===== src/rtl/pll_reset_pkg.sv =====
// Shared types and counter-width helpers for the PLL reset sequencer.
// Pure definitions; no timing or flow control.
package pll_reset_pkg;

    typedef enum logic [2:0] {
        WAIT_LOCK = 3'd0,
        STABLE    = 3'd1,
        RELEASE   = 3'd2,
        RUN       = 3'd3,
        PLLRST    = 3'd4
    } seq_state_t;

    // Bits needed to count 0..n-1, never less than one.
    function automatic int cnt_w(input int n);
        return (n <= 2) ? 1 : $clog2(n);
    endfunction

    function automatic int max3(input int a, input int b, input int c);
        int m;
        m = (a > b) ? a : b;
        return (m > c) ? m : c;
    endfunction

    localparam int DEF_STABLE_W  = $clog2(1024);
    localparam int DEF_GAP_W     = $clog2(16);
    localparam int DEF_TIMEOUT_W = $clog2(65536);

endpackage


===== src/rtl/pll_reset_sequencer_if.sv =====
// Lock input, count clear and the staged reset outputs of the PLL reset sequencer.
// master = sequencer side, slave = PLL / consumer side.
interface pll_reset_sequencer_if #(
    parameter int CNT_W = 8
) ();
    logic             locked;
    logic             count_clr;
    logic             rst_mem;
    logic             rst_func;
    logic             rst_cpu;
    logic             ready;
    logic             pll_rst;
    logic [CNT_W-1:0] lock_loss_count;

    modport master (
        input  locked, count_clr,
        output rst_mem, rst_func, rst_cpu, ready, pll_rst, lock_loss_count
    );

    modport slave (
        output locked, count_clr,
        input  rst_mem, rst_func, rst_cpu, ready, pll_rst, lock_loss_count
    );
endinterface


===== src/rtl/pll_reset_sequencer_sync.sv =====
// SYNC_STAGES-deep flop chain bringing the raw PLL lock into the clock domain.
// Latency SYNC_STAGES edges; async clear forces the output low.
module lock_synchroniser #(
    parameter int SYNC_STAGES = 2
) (
    input  logic clock,
    input  logic reset,
    input  logic d_i,
    output logic q_o
);
    logic [SYNC_STAGES-1:0] sync_q;

    always_ff @(posedge clock or posedge reset) begin
        if (reset) begin
            sync_q <= '0;
        end else begin
            sync_q <= {sync_q[SYNC_STAGES-2:0], d_i};
        end
    end

    assign q_o = sync_q[SYNC_STAGES-1];
endmodule


===== src/rtl/pll_reset_sequencer.sv =====
// Staged reset release mem -> func -> cpu after a stable PLL lock; any lock loss after release began re-asserts all.
// No backpressure. Define PLL_RESET_SEQ_WATCHDOG_EN to add the WAIT_LOCK timeout that pulses pll_rst.
module pll_reset_sequencer
    import pll_reset_pkg::*;
#(
    parameter int SYNC_STAGES    = 2,
    parameter int STABLE_CYCLES  = 1024,
    parameter int STAGE_GAP      = 16,
    parameter int TIMEOUT_CYCLES = 65536,
    parameter int PLLRST_CYCLES  = 8,
    parameter int CNT_W          = 8
) (
    input  logic                  clock,
    input  logic                  reset,
    pll_reset_sequencer_if.master bus
);
    localparam int SEQ_W = max3(cnt_w(STABLE_CYCLES), cnt_w(STAGE_GAP), cnt_w(PLLRST_CYCLES));

    // STABLE leaves on the edge where the count would reach STABLE_CYCLES-1.
    localparam logic [SEQ_W-1:0] STABLE_LAST = SEQ_W'(STABLE_CYCLES - 2);
    localparam logic [SEQ_W-1:0] GAP_LAST    = SEQ_W'(STAGE_GAP - 1);

    if (SYNC_STAGES < 2 || STABLE_CYCLES < 2 || STAGE_GAP < 1 ||
        TIMEOUT_CYCLES < 2 || PLLRST_CYCLES < 1 || CNT_W < 1) begin : g_bad_params
        $error("pll_reset_sequencer: parameter out of range");
    end

    logic             lock_s;
    seq_state_t       state_q;
    logic [SEQ_W-1:0] seq_cnt_q;
    logic             rst_mem_q;
    logic             rst_func_q;
    logic             rst_cpu_q;
    logic             ready_q;
    logic             loss_inc;
    logic [CNT_W-1:0] loss_cnt_q;
    logic [CNT_W-1:0] loss_cnt_d;

    lock_synchroniser #(
        .SYNC_STAGES (SYNC_STAGES)
    ) u_sync (
        .clock (clock),
        .reset (reset),
        .d_i   (bus.locked),
        .q_o   (lock_s)
    );

    assign loss_inc = ((state_q == RELEASE) || (state_q == RUN)) && !lock_s;

`ifdef PLL_RESET_SEQ_WATCHDOG_EN
    localparam int WDT_W = cnt_w(TIMEOUT_CYCLES);
    localparam logic [WDT_W-1:0] WDT_LAST  = WDT_W'(TIMEOUT_CYCLES - 1);
    localparam logic [SEQ_W-1:0] PRST_LAST = SEQ_W'(PLLRST_CYCLES - 1);

    logic [WDT_W-1:0] wdt_q;
    logic [WDT_W-1:0] wdt_d;
    logic             pll_rst_q;

    // Runs only while waiting without lock; anything else, including the timeout itself, clears it.
    always_comb begin
        wdt_d = '0;
        if ((state_q == WAIT_LOCK) && !lock_s && (wdt_q != WDT_LAST)) begin
            wdt_d = wdt_q + 1'b1;
        end
    end

    always_ff @(posedge clock or posedge reset) begin
        if (reset) begin
            wdt_q <= '0;
        end else begin
            wdt_q <= wdt_d;
        end
    end

    assign bus.pll_rst = pll_rst_q;
`else
    assign bus.pll_rst = 1'b0;
`endif

    always_ff @(posedge clock or posedge reset) begin
        if (reset) begin
            state_q    <= WAIT_LOCK;
            seq_cnt_q  <= '0;
            rst_mem_q  <= 1'b1;
            rst_func_q <= 1'b1;
            rst_cpu_q  <= 1'b1;
            ready_q    <= 1'b0;
`ifdef PLL_RESET_SEQ_WATCHDOG_EN
            pll_rst_q  <= 1'b0;
`endif
        end else if (loss_inc) begin
            state_q    <= WAIT_LOCK;
            seq_cnt_q  <= '0;
            rst_mem_q  <= 1'b1;
            rst_func_q <= 1'b1;
            rst_cpu_q  <= 1'b1;
            ready_q    <= 1'b0;
        end else begin
            case (state_q)
                WAIT_LOCK: begin
                    seq_cnt_q <= '0;
                    if (lock_s) begin
                        state_q <= STABLE;
`ifdef PLL_RESET_SEQ_WATCHDOG_EN
                    end else if (wdt_q == WDT_LAST) begin
                        state_q   <= PLLRST;
                        pll_rst_q <= 1'b1;
`endif
                    end
                end
                STABLE: begin
                    if (!lock_s) begin
                        state_q   <= WAIT_LOCK;
                        seq_cnt_q <= '0;
                    end else if (seq_cnt_q == STABLE_LAST) begin
                        state_q   <= RELEASE;
                        seq_cnt_q <= '0;
                        rst_mem_q <= 1'b0;
                    end else begin
                        seq_cnt_q <= seq_cnt_q + 1'b1;
                    end
                end
                RELEASE: begin
                    // rst_func_q doubles as the "which stage is next" flag.
                    if (seq_cnt_q == GAP_LAST) begin
                        seq_cnt_q <= '0;
                        if (rst_func_q) begin
                            rst_func_q <= 1'b0;
                        end else begin
                            rst_cpu_q <= 1'b0;
                            ready_q   <= 1'b1;
                            state_q   <= RUN;
                        end
                    end else begin
                        seq_cnt_q <= seq_cnt_q + 1'b1;
                    end
                end
                RUN: begin
                    seq_cnt_q <= '0;
                end
                PLLRST: begin
`ifdef PLL_RESET_SEQ_WATCHDOG_EN
                    if (seq_cnt_q == PRST_LAST) begin
                        state_q   <= WAIT_LOCK;
                        seq_cnt_q <= '0;
                        pll_rst_q <= 1'b0;
                    end else begin
                        seq_cnt_q <= seq_cnt_q + 1'b1;
                    end
`else
                    state_q   <= WAIT_LOCK;
                    seq_cnt_q <= '0;
`endif
                end
                default: begin
                    state_q   <= WAIT_LOCK;
                    seq_cnt_q <= '0;
                end
            endcase
        end
    end

    // A clear coinciding with a loss keeps that loss.
    always_comb begin
        loss_cnt_d = loss_cnt_q;
        if (bus.count_clr) begin
            loss_cnt_d = loss_inc ? CNT_W'(1) : '0;
        end else if (loss_inc && (loss_cnt_q != {CNT_W{1'b1}})) begin
            loss_cnt_d = loss_cnt_q + 1'b1;
        end
    end

    always_ff @(posedge clock or posedge reset) begin
        if (reset) begin
            loss_cnt_q <= '0;
        end else begin
            loss_cnt_q <= loss_cnt_d;
        end
    end

    assign bus.rst_mem         = rst_mem_q;
    assign bus.rst_func        = rst_func_q;
    assign bus.rst_cpu         = rst_cpu_q;
    assign bus.ready           = ready_q;
    assign bus.lock_loss_count = loss_cnt_q;
endmodule


===== src/flat_wrapper.sv =====
// flat-port wrapper written by rule: the top's interface ports become plain ports
module pll_reset_sequencer_flat import pll_reset_pkg::*;
#(
    parameter int SYNC_STAGES    = 2,
    parameter int STABLE_CYCLES  = 1024,
    parameter int STAGE_GAP      = 16,
    parameter int TIMEOUT_CYCLES = 65536,
    parameter int PLLRST_CYCLES  = 8,
    parameter int CNT_W          = 8
)
  (clock, reset, bus_locked, bus_count_clr, bus_rst_mem, bus_rst_func, bus_rst_cpu, bus_ready, bus_pll_rst, bus_lock_loss_count);
  pll_reset_sequencer_if #(.CNT_W(CNT_W)) bus_i ();
  input  logic clock;
  input  logic reset;
  input wire logic [$bits(bus_i.locked)-1:0] bus_locked;
  input wire logic [$bits(bus_i.count_clr)-1:0] bus_count_clr;
  output wire logic [$bits(bus_i.rst_mem)-1:0] bus_rst_mem;
  output wire logic [$bits(bus_i.rst_func)-1:0] bus_rst_func;
  output wire logic [$bits(bus_i.rst_cpu)-1:0] bus_rst_cpu;
  output wire logic [$bits(bus_i.ready)-1:0] bus_ready;
  output wire logic [$bits(bus_i.pll_rst)-1:0] bus_pll_rst;
  output wire logic [$bits(bus_i.lock_loss_count)-1:0] bus_lock_loss_count;
  assign bus_i.locked = bus_locked;
  assign bus_i.count_clr = bus_count_clr;
  assign bus_rst_mem = bus_i.rst_mem;
  assign bus_rst_func = bus_i.rst_func;
  assign bus_rst_cpu = bus_i.rst_cpu;
  assign bus_ready = bus_i.ready;
  assign bus_pll_rst = bus_i.pll_rst;
  assign bus_lock_loss_count = bus_i.lock_loss_count;
  pll_reset_sequencer #(.SYNC_STAGES(SYNC_STAGES), .STABLE_CYCLES(STABLE_CYCLES), .STAGE_GAP(STAGE_GAP), .TIMEOUT_CYCLES(TIMEOUT_CYCLES), .PLLRST_CYCLES(PLLRST_CYCLES), .CNT_W(CNT_W)) u_core (.clock(clock), .reset(reset), .bus(bus_i));
endmodule

===== config.mk =====
export PLATFORM = sky130hd
export DESIGN_NAME = pll_reset_sequencer_flat
export DESIGN_NICKNAME = d
export VERILOG_FILES = /design/src/rtl/pll_reset_pkg.sv /design/src/rtl/pll_reset_sequencer_if.sv /design/src/rtl/pll_reset_sequencer_sync.sv /design/src/rtl/pll_reset_sequencer.sv /design/src/flat_wrapper.sv
export SDC_FILE = /design/constraint.sdc
export NUM_CORES = 1
export LEC_CHECK = 0
export BUFFER_PORTS_ARGS = -buffer_cell sky130_fd_sc_hd__buf_4
export CAP_MARGIN = 20
export CORE_UTILIZATION = 40
export CTS_BUF_LIST = sky130_fd_sc_hd__clkbuf_2 sky130_fd_sc_hd__clkbuf_4 sky130_fd_sc_hd__clkbuf_8
export DETAILED_ROUTE_END_ITERATION = 10
export SYNTH_ARGS = -nofsm -noshare
export SYNTH_HDL_FRONTEND = slang
export SYNTH_SLANG_ARGS = --single-unit

===== constraint.sdc =====
create_clock -name clock -period 2.5 [get_ports clock]
set_clock_uncertainty 0.2 [all_clocks]
set_input_delay 0.25 -clock clock [delete_from_list [all_inputs] [get_ports clock]]
set_output_delay 0.25 -clock clock [all_outputs]
set_load 0.02 [all_outputs]

==> qor.txt, run 1 <==
fill count: 340
worst-margin pin slew: 0.5062 ns
Crit-path slowest cell: dfrtp_1
FF-to-FF setup slack: 0.34 ns
hold path depth: 0
Post-Place Cells: 202
full die area: 0.003786 mm²
unrepaired setup endpoints after global routing: no
number of flops mapped to enable cells by yosys: 0
Root Driver: clkbuf_4
CP max FO: 7
Placer Congestion: 0.8336
1st-iter DRT viols: 30
Post-Route WL: 2.617 mm
vias in the first global route: 951
first-pass GRT wire length: 4.312 mm
Synth top area share: 40.60%
WP data arrival: 2.22 ns
Leak Pwr: 0.7328 nW
Yosys reg bits: 26
largest area contributor in the synthesized netlist: dfrtp_1
wire length per cell: 12.52 µm
Final TNS setup: 0 ns
row count: 21
CP peak stage delay: 0.45 ns
Syn. warnings: 0
antenna violations before repair: 0
FMAX: 0.4619 GHz
Non-Filler Instances: 209
worst skew pair latency: 0.32 ns
DR DRC count: 0
Post-synth top flop: dfrtp_1
largest net degree at the start of global routing: 27
ant diodes: 0
DRT Pass-1 Iters: 4
Num Clock Sinks: 26
global route total overflow: 0
status: complete, no violations
R2R Path End: u_core.bus.lock_loss_count[3]
Critical Path End Type: register
CP startpoint kind: register
cells along the critical path: inv_1 -> ha_1 -> o21ba_2 -> o21ai_1 -> or3_1 -> a21oi_1
fin crit share: 86.60%
Setup WS post-layout: 0.3350 ns
relative slew slack: 65.72%
PwrDens: 492.9 mW/mm²
die width: 61.53 µm
Final Util: 48.81%
multi-input logic area: 716.9 µm²
clock slew at reported path FFs: 0.13 ns
ANT nets after route: 0
post-place setup slack: 0.3726 ns
Synth cell types: 44
R2R depth: 6
Final Max Slew Viols: 0
I/O Buffers: 15
post-synthesis sequential area ratio: 46.16%
Hold EP: u_core.u_sync.sync_q[1]
syn nets: 155
Via-to-Cell Ratio: 5.211
I/O pins: 17
top post-synthesis cells by area: dfrtp_1, ha_1, dfstp_2, nor2_1, xnor2_1
Die Height: 61.53 µm
hold path startpoint: u_core.u_sync.sync_q[0]
worst hold slack: 0.1656 ns
Peak supply drop: 0.0002253 V
Total Routing Usage GR: 15.64%
final setup fails: 0
share of cells above drive strength 1: 20.25%
asr flop ratio synth: 100.0%
CTS Buffer Depth: 2
Core Area: 0.003363 mm²
CP required: 2.55 ns
syn avg cell area: 9.845 µm²
Initial Util: 42.15%
mapped cell area: 0.001418 mm²
r2r startpoint: u_core.state_q[0]
max-cap viol count: 0
Final nets: 175
Fin. Hold Viols: 0
H-tree depth: 1
post-CTS sizing: 0
HPWL after DPL: 1.928 mm
CTS tree: built
Syn Inst Count: 144
min cycle time layout: 2.165 ns
Reg area: 654.4 µm²
TritonCTS buffer count: 3
Worst Hold Class: register to register
Via Count: 1089
Layout area overhead: 15.80%
critical path class: register to register
-- layout by cell type, fill, tap and decap left out, types with 5 or more instances in the layout --
| cell | n |
|---|---|
| nand2_1 | 13 |
| xnor2_1 | 7 |
| nand3_1 | 10 |
| inv_1 | 5 |
| buf_4 | 17 |
| ha_1 | 7 |
| dfrtp_1 | 23 |
| nor2_1 | 21 |
-- worst max-delay path: cells and delay by family (launching register included) --
kind / cells / cell delay (ns)
and+or+nand+nor: 1 / 0.38
adders and majority gates: 1 / 0.35
DFF: 1 / 0.45
AOI/OAI and AO/OA: 3 / 0.58
buffers and inverters: 1 / 0.15
-- cell families (layout without fill, tap and decap cells) --
logic type | count (synthesis) | in the layout | share of synthesized area (%)
simple gates | 66 | 66 | 24.27
flops | 26 | 26 | 46.16
compound gates | 20 | 20 | 10.86
xor+xnor | 11 | 11 | 6.796
buf+inv | 10 | 29 | 3.265
fa+ha+maj | 7 | 7 | 6.178
mux | 3 | 3 | 2.207
other cells | 1 | 1 | 0.2645
-- final cells by class --
type | count | area share, %
well taps | 46 | 3.506
repair buffers | 20 | 9.604
inverters | 5 | 1.143
multi-input cells | 108 | 43.67
clock buffers | 4 | 2.210
flip-flops and latches | 26 | 39.86
-- synth_stat cells (all sizes together) (3+ instances only) --
cell,count
nor2,21
nand3,10
nor4,4
ha,7
inv,5
a31oi,3
nand2,13
xor2,4
buf,3
dfrtp,23
dfstp,3
nand4,4
o21ai,5
xnor2,7
-- flip-flops by register name, indices dropped and copies added (netlist names) --
register	cells
u_core.seq_cnt_q	10
u_core.bus.lock_loss_count	8
u_core.state_q	2
u_core.u_sync.sync_q	2
u_core.bus.ready	1
u_core.bus.rst_cpu	1
u_core.bus.rst_func	1
u_core.bus.rst_mem	1
-- where the power goes --
part           switching [mW]  internal (mW)  leakage, nW
Clock                   0.122         0.0890       0.0210
Combinational          0.0789         0.0651        0.367
Sequential             0.0183          0.436        0.345
-- metrics by stage --
step / cell area (µm²) / total power, mW
2_1_floorplan: 1418 / 0.5739
3_3_place_gp: 1575 / 0.5939
3_5_place_dp: 1575 / 0.6020
4_1_cts: 1642 / 0.8207
5_1_grt: 1642 / 0.8600
6_report: 1642 / 0.8091
-- worst max path at each step --
stage                                     to              start  slack (ns)
4_1_cts        u_core.bus.lock_loss_count[7]  u_core.state_q[0]        0.34
6_report       u_core.bus.lock_loss_count[3]  u_core.state_q[0]        0.34
5_1_grt        u_core.bus.lock_loss_count[7]  u_core.state_q[0]        0.13
3_5_place_dp   u_core.bus.lock_loss_count[7]  u_core.state_q[0]        0.37
3_3_place_gp   u_core.bus.lock_loss_count[7]  u_core.state_q[0]        0.44
2_1_floorplan  u_core.bus.lock_loss_count[7]  u_core.state_q[0]        0.43
-- per-layer routing --
metal	vias to the layer above	global-route usage [%]	part of all wire, %
li1	539	-	-
met1	526	21.56	47
met2	18	23.81	48
met3	6	2.731	2.4
met4	0	7.302	1.7
met5	-	0	0
-- timing repair --
item,4_1_cts,5_1_grt
endpoints found under the hold margin,30,0
setup endpoints to repair,0,0
hold buffers,3,0
setup buffers,0,0
Power figures use the tool's default switching activity.
==> run 2: changes to the inputs <==
--- a/config.mk
+++ b/config.mk
@@ -5,6 +5,7 @@
 export SDC_FILE = /design/constraint.sdc
 export NUM_CORES = 1
 export LEC_CHECK = 0
+export ABC_AREA = 1
 export BUFFER_PORTS_ARGS = -buffer_cell sky130_fd_sc_hd__buf_4
 export CAP_MARGIN = 20
 export CORE_UTILIZATION = 40
@@ -12,4 +13,5 @@
 export DETAILED_ROUTE_END_ITERATION = 10
 export SYNTH_ARGS = -nofsm -noshare
 export SYNTH_HDL_FRONTEND = slang
+export SYNTH_HIERARCHICAL = 1
 export SYNTH_SLANG_ARGS = --single-unit
==> qor.txt, run 2 <==
vias in the first global route: 1185 (was 951)
Largest register FFs: 10 (unchanged)
I/O pins: 17 (unchanged)
CP startpoint kind: register (unchanged)
Worst Hold Class: input port to register (was register to register)
Fin. Hold Viols: 0 (unchanged)
status: complete, no violations (unchanged)
Root Driver: clkbuf_8 (was clkbuf_4)
Syn Inst Count: 182 (was 144)
Final TNS setup: 0 ns (unchanged)
first-pass GRT wire length: 5.133 mm (was 4.312 mm)
Final Util: 49.16% (was 48.81%)
CP max FO: 10 (was 7)
fin crit share: 72.29% (was 86.60%)
Core Area: 0.003716 mm² (was 0.003363 mm²)
Leak Pwr: 0.8928 nW (was 0.7328 nW)
post-synthesis sequential area ratio: 41.44% (was 46.16%)
top-count cell post-synth: nand2_1 (was dfrtp_1)
CP required: 2.50 ns (was 2.55 ns)
CTS tree: built (unchanged)
Initial Util: 42.49% (was 42.15%)
Post-synth top flop: dfrtp_1 (unchanged)
H-tree depth: 1 (unchanged)
Reg area: 654.4 µm² (unchanged)
Via-to-Cell Ratio: 4.657 (was 5.211)
Peak supply drop: 0.0002807 V (was 0.0002253 V)
R2R depth: 7 (was 6)
Synth cell types: 32 (was 44)
ANT nets after route: 0 (unchanged)
FMAX: 0.5533 GHz (was 0.4619 GHz)
TritonCTS buffer count: 3 (unchanged)
DRT Pass-1 Iters: 5 (was 4)
most frequent cells in the layout: nand2_1, dfrtp_1, inv_1, nor2_1, buf_4 (was dfrtp_1, nor2_1, buf_4, nand2_1, nand3_1)
Layout area overhead: 15.69% (was 15.80%)
Die Height: 64.83 µm (was 61.53 µm)
fill count: 365 (was 340)
R2R Path End: u_core/seq_cnt_q[7] (was u_core.bus.lock_loss_count[3])
max-cap viol count: 0 (unchanged)
Final nets: 215 (was 175)
Post-Route WL: 2.809 mm (was 2.617 mm)
HPWL after DPL: 2.150 mm (was 1.928 mm)
Hold EP: u_core/bus.lock_loss_count[3] (was u_core.u_sync.sync_q[1])
final setup fails: 0 (unchanged)
WP data arrival: 1.81 ns (was 2.22 ns)
syn nets: 193 (was 155)
I/O Buffers: 15 (unchanged)
Placer Congestion: 0.8079 (was 0.8336)
min cycle time layout: 1.807 ns (was 2.165 ns)
ant diodes: 0 (unchanged)
worst skew pair latency: 0.26 ns (was 0.32 ns)
Num Clock Sinks: 26 (unchanged)
Post-synth top cells: nand2_1, dfrtp_1, inv_1 (was dfrtp_1, nor2_1, nand2_1)
clock slew at reported path FFs: 0.09 ns (was 0.13 ns)
hold path startpoint: bus_count_clr (was u_core.u_sync.sync_q[0])
largest area contributor in the synthesized netlist: dfrtp_1 (unchanged)
Syn. warnings: 6 (was 0)
Top reg by flops: u_core/seq_cnt_q (was u_core.seq_cnt_q)
critical path class: register to register (unchanged)
hold path depth: 4 (was 0)
post-CTS sizing: 0 (unchanged)
number of flops mapped to enable cells by yosys: 0 (unchanged)
global route total overflow: 0 (unchanged)
1st-iter DRT viols: 39 (was 30)
PwrDens: 652.4 mW/mm² (was 492.9 mW/mm²)
CTS Buffer Depth: 2 (unchanged)
row count: 22 (was 21)
Critical Path End Type: register (unchanged)
largest net degree at the start of global routing: 25 (was 27)
Setup WS post-layout: 0.6927 ns (was 0.3350 ns)
Via Count: 1169 (was 1089)
unrepaired setup endpoints after global routing: no (unchanged)
wire length per cell: 11.19 µm (was 12.52 µm)
Yosys reg bits: 26 (unchanged)
die width: 64.83 µm (was 61.53 µm)
full die area: 0.004203 mm² (was 0.003786 mm²)
share of cells above drive strength 1: 28.57% (was 20.25%)
worst hold slack: 0.04002 ns (was 0.1656 ns)
r2r startpoint: u_core/state_q[0] (was u_core.state_q[0])
Final Max Slew Viols: 0 (unchanged)
asr flop ratio synth: 100.0% (unchanged)
Total Routing Usage GR: 15.48% (was 15.64%)
antenna violations before repair: 0 (unchanged)
top post-synthesis cells by area: dfrtp_1, nand2_1, ha_1, inv_1, dfstp_2 (was dfrtp_1, ha_1, dfstp_2, nor2_1, xnor2_1)
syn avg cell area: 8.676 µm² (was 9.845 µm²)
mapped cell area: 0.001579 mm² (was 0.001418 mm²)
post-place setup slack: 0.7041 ns (was 0.3726 ns)
multi-input logic area: 814.5 µm² (was 716.9 µm²)
commonest non-fill, non-tap cell in the layout: nand2_1 (was dfrtp_1)
FF-to-FF setup slack: 0.69 ns (was 0.34 ns)
Synth top area share: 36.45% (was 40.60%)
DR DRC count: 0 (unchanged)
run 2: cell count changes after synthesis, moves of 4 or more:
cell and change:
inv_1 +17, nand2_1 +22, nand2_2 +4, nor2_1 -4
nor2_2 +12, xnor2_1 -4
run 2: what timing repair did:
action | 4_1_cts | 5_1_grt
setup buffers | 0 | 0
hold endpoints to repair | 24 | 0
hold buffers | 2 | 0
run 2: cell type report:
type / instances / share of cell area [%]
inverters: 26 / 5.616
well taps: 48 / 3.288
repair buffers: 18 / 7.671
clock buffers: 4 / 3.014
multi-input cells: 129 / 44.59
flip-flops and latches: 26 / 35.82
run 2: routing by layer:
layer / up-vias / wire length [µm] / global-route usage (%)
met4: 0 / 14 / 5.000
li1: 609 / - / -
met3: 2 / 78 / 2.641
met2: 14 / 1412 / 26.43
met5: - / 0 / 0
met1: 544 / 1302 / 19.67
run 2: logic make-up (layout without fill, tap and decap cells):
kind of cell	Yosys count	count (layout)	synth area share (%)
compound gates	12	12	5.388
xor+xnor	10	10	5.547
fa+ha+maj	7	7	5.546
buf+inv	27	48	6.973
flops	26	26	41.44
other cells	1	1	0.2375
simple gates	99	99	34.86
run 2: worst max-delay path by stage:
stage | startpoint | end | depth (start not counted)
final | u_core/state_q[0] | u_core/seq_cnt_q[7] | 7
after global routing | u_core/state_q[0] | u_core/seq_cnt_q[7] | 7
after CTS | u_core/state_q[0] | u_core/seq_cnt_q[7] | 7
after detailed placement | u_core/state_q[0] | u_core/seq_cnt_q[7] | 7
after global placement | u_core/state_q[0] | u_core/seq_cnt_q[4] | 7
after floorplan | u_core/bus.lock_loss_count[0] | u_core/bus.lock_loss_count[0] | 8
run 2: where the power goes:
part           internal (mW)  switching [mW]
sequential             0.459          0.0438
clock                  0.141           0.128
combinational          0.152           0.269
total                  0.751           0.441
run 2: worst max-delay path, cell delays in order, from the launching register on:
cell and delay, ns:
dfrtp_1 0.40, inv_1 0.10, ha_1 0.25, nor2_2 0.18, nor2_4 0.08, inv_1 0.20, nand3_4 0.20, nor2_2 0.12
run 2: through the flow:
| stage | area, µm² | power (mW) | instances |
|---|---|---|---|
| 3_3_place_gp | 1752 | 0.9256 | 245 |
| 4_1_cts | 1827 | 1.211 | 251 |
| 2_1_floorplan | 1579 | 0.8418 | 182 |
| 3_5_place_dp | 1752 | 0.9299 | 245 |
| 6_report | 1827 | 1.192 | 251 |
| 5_1_grt | 1827 | 1.281 | 251 |
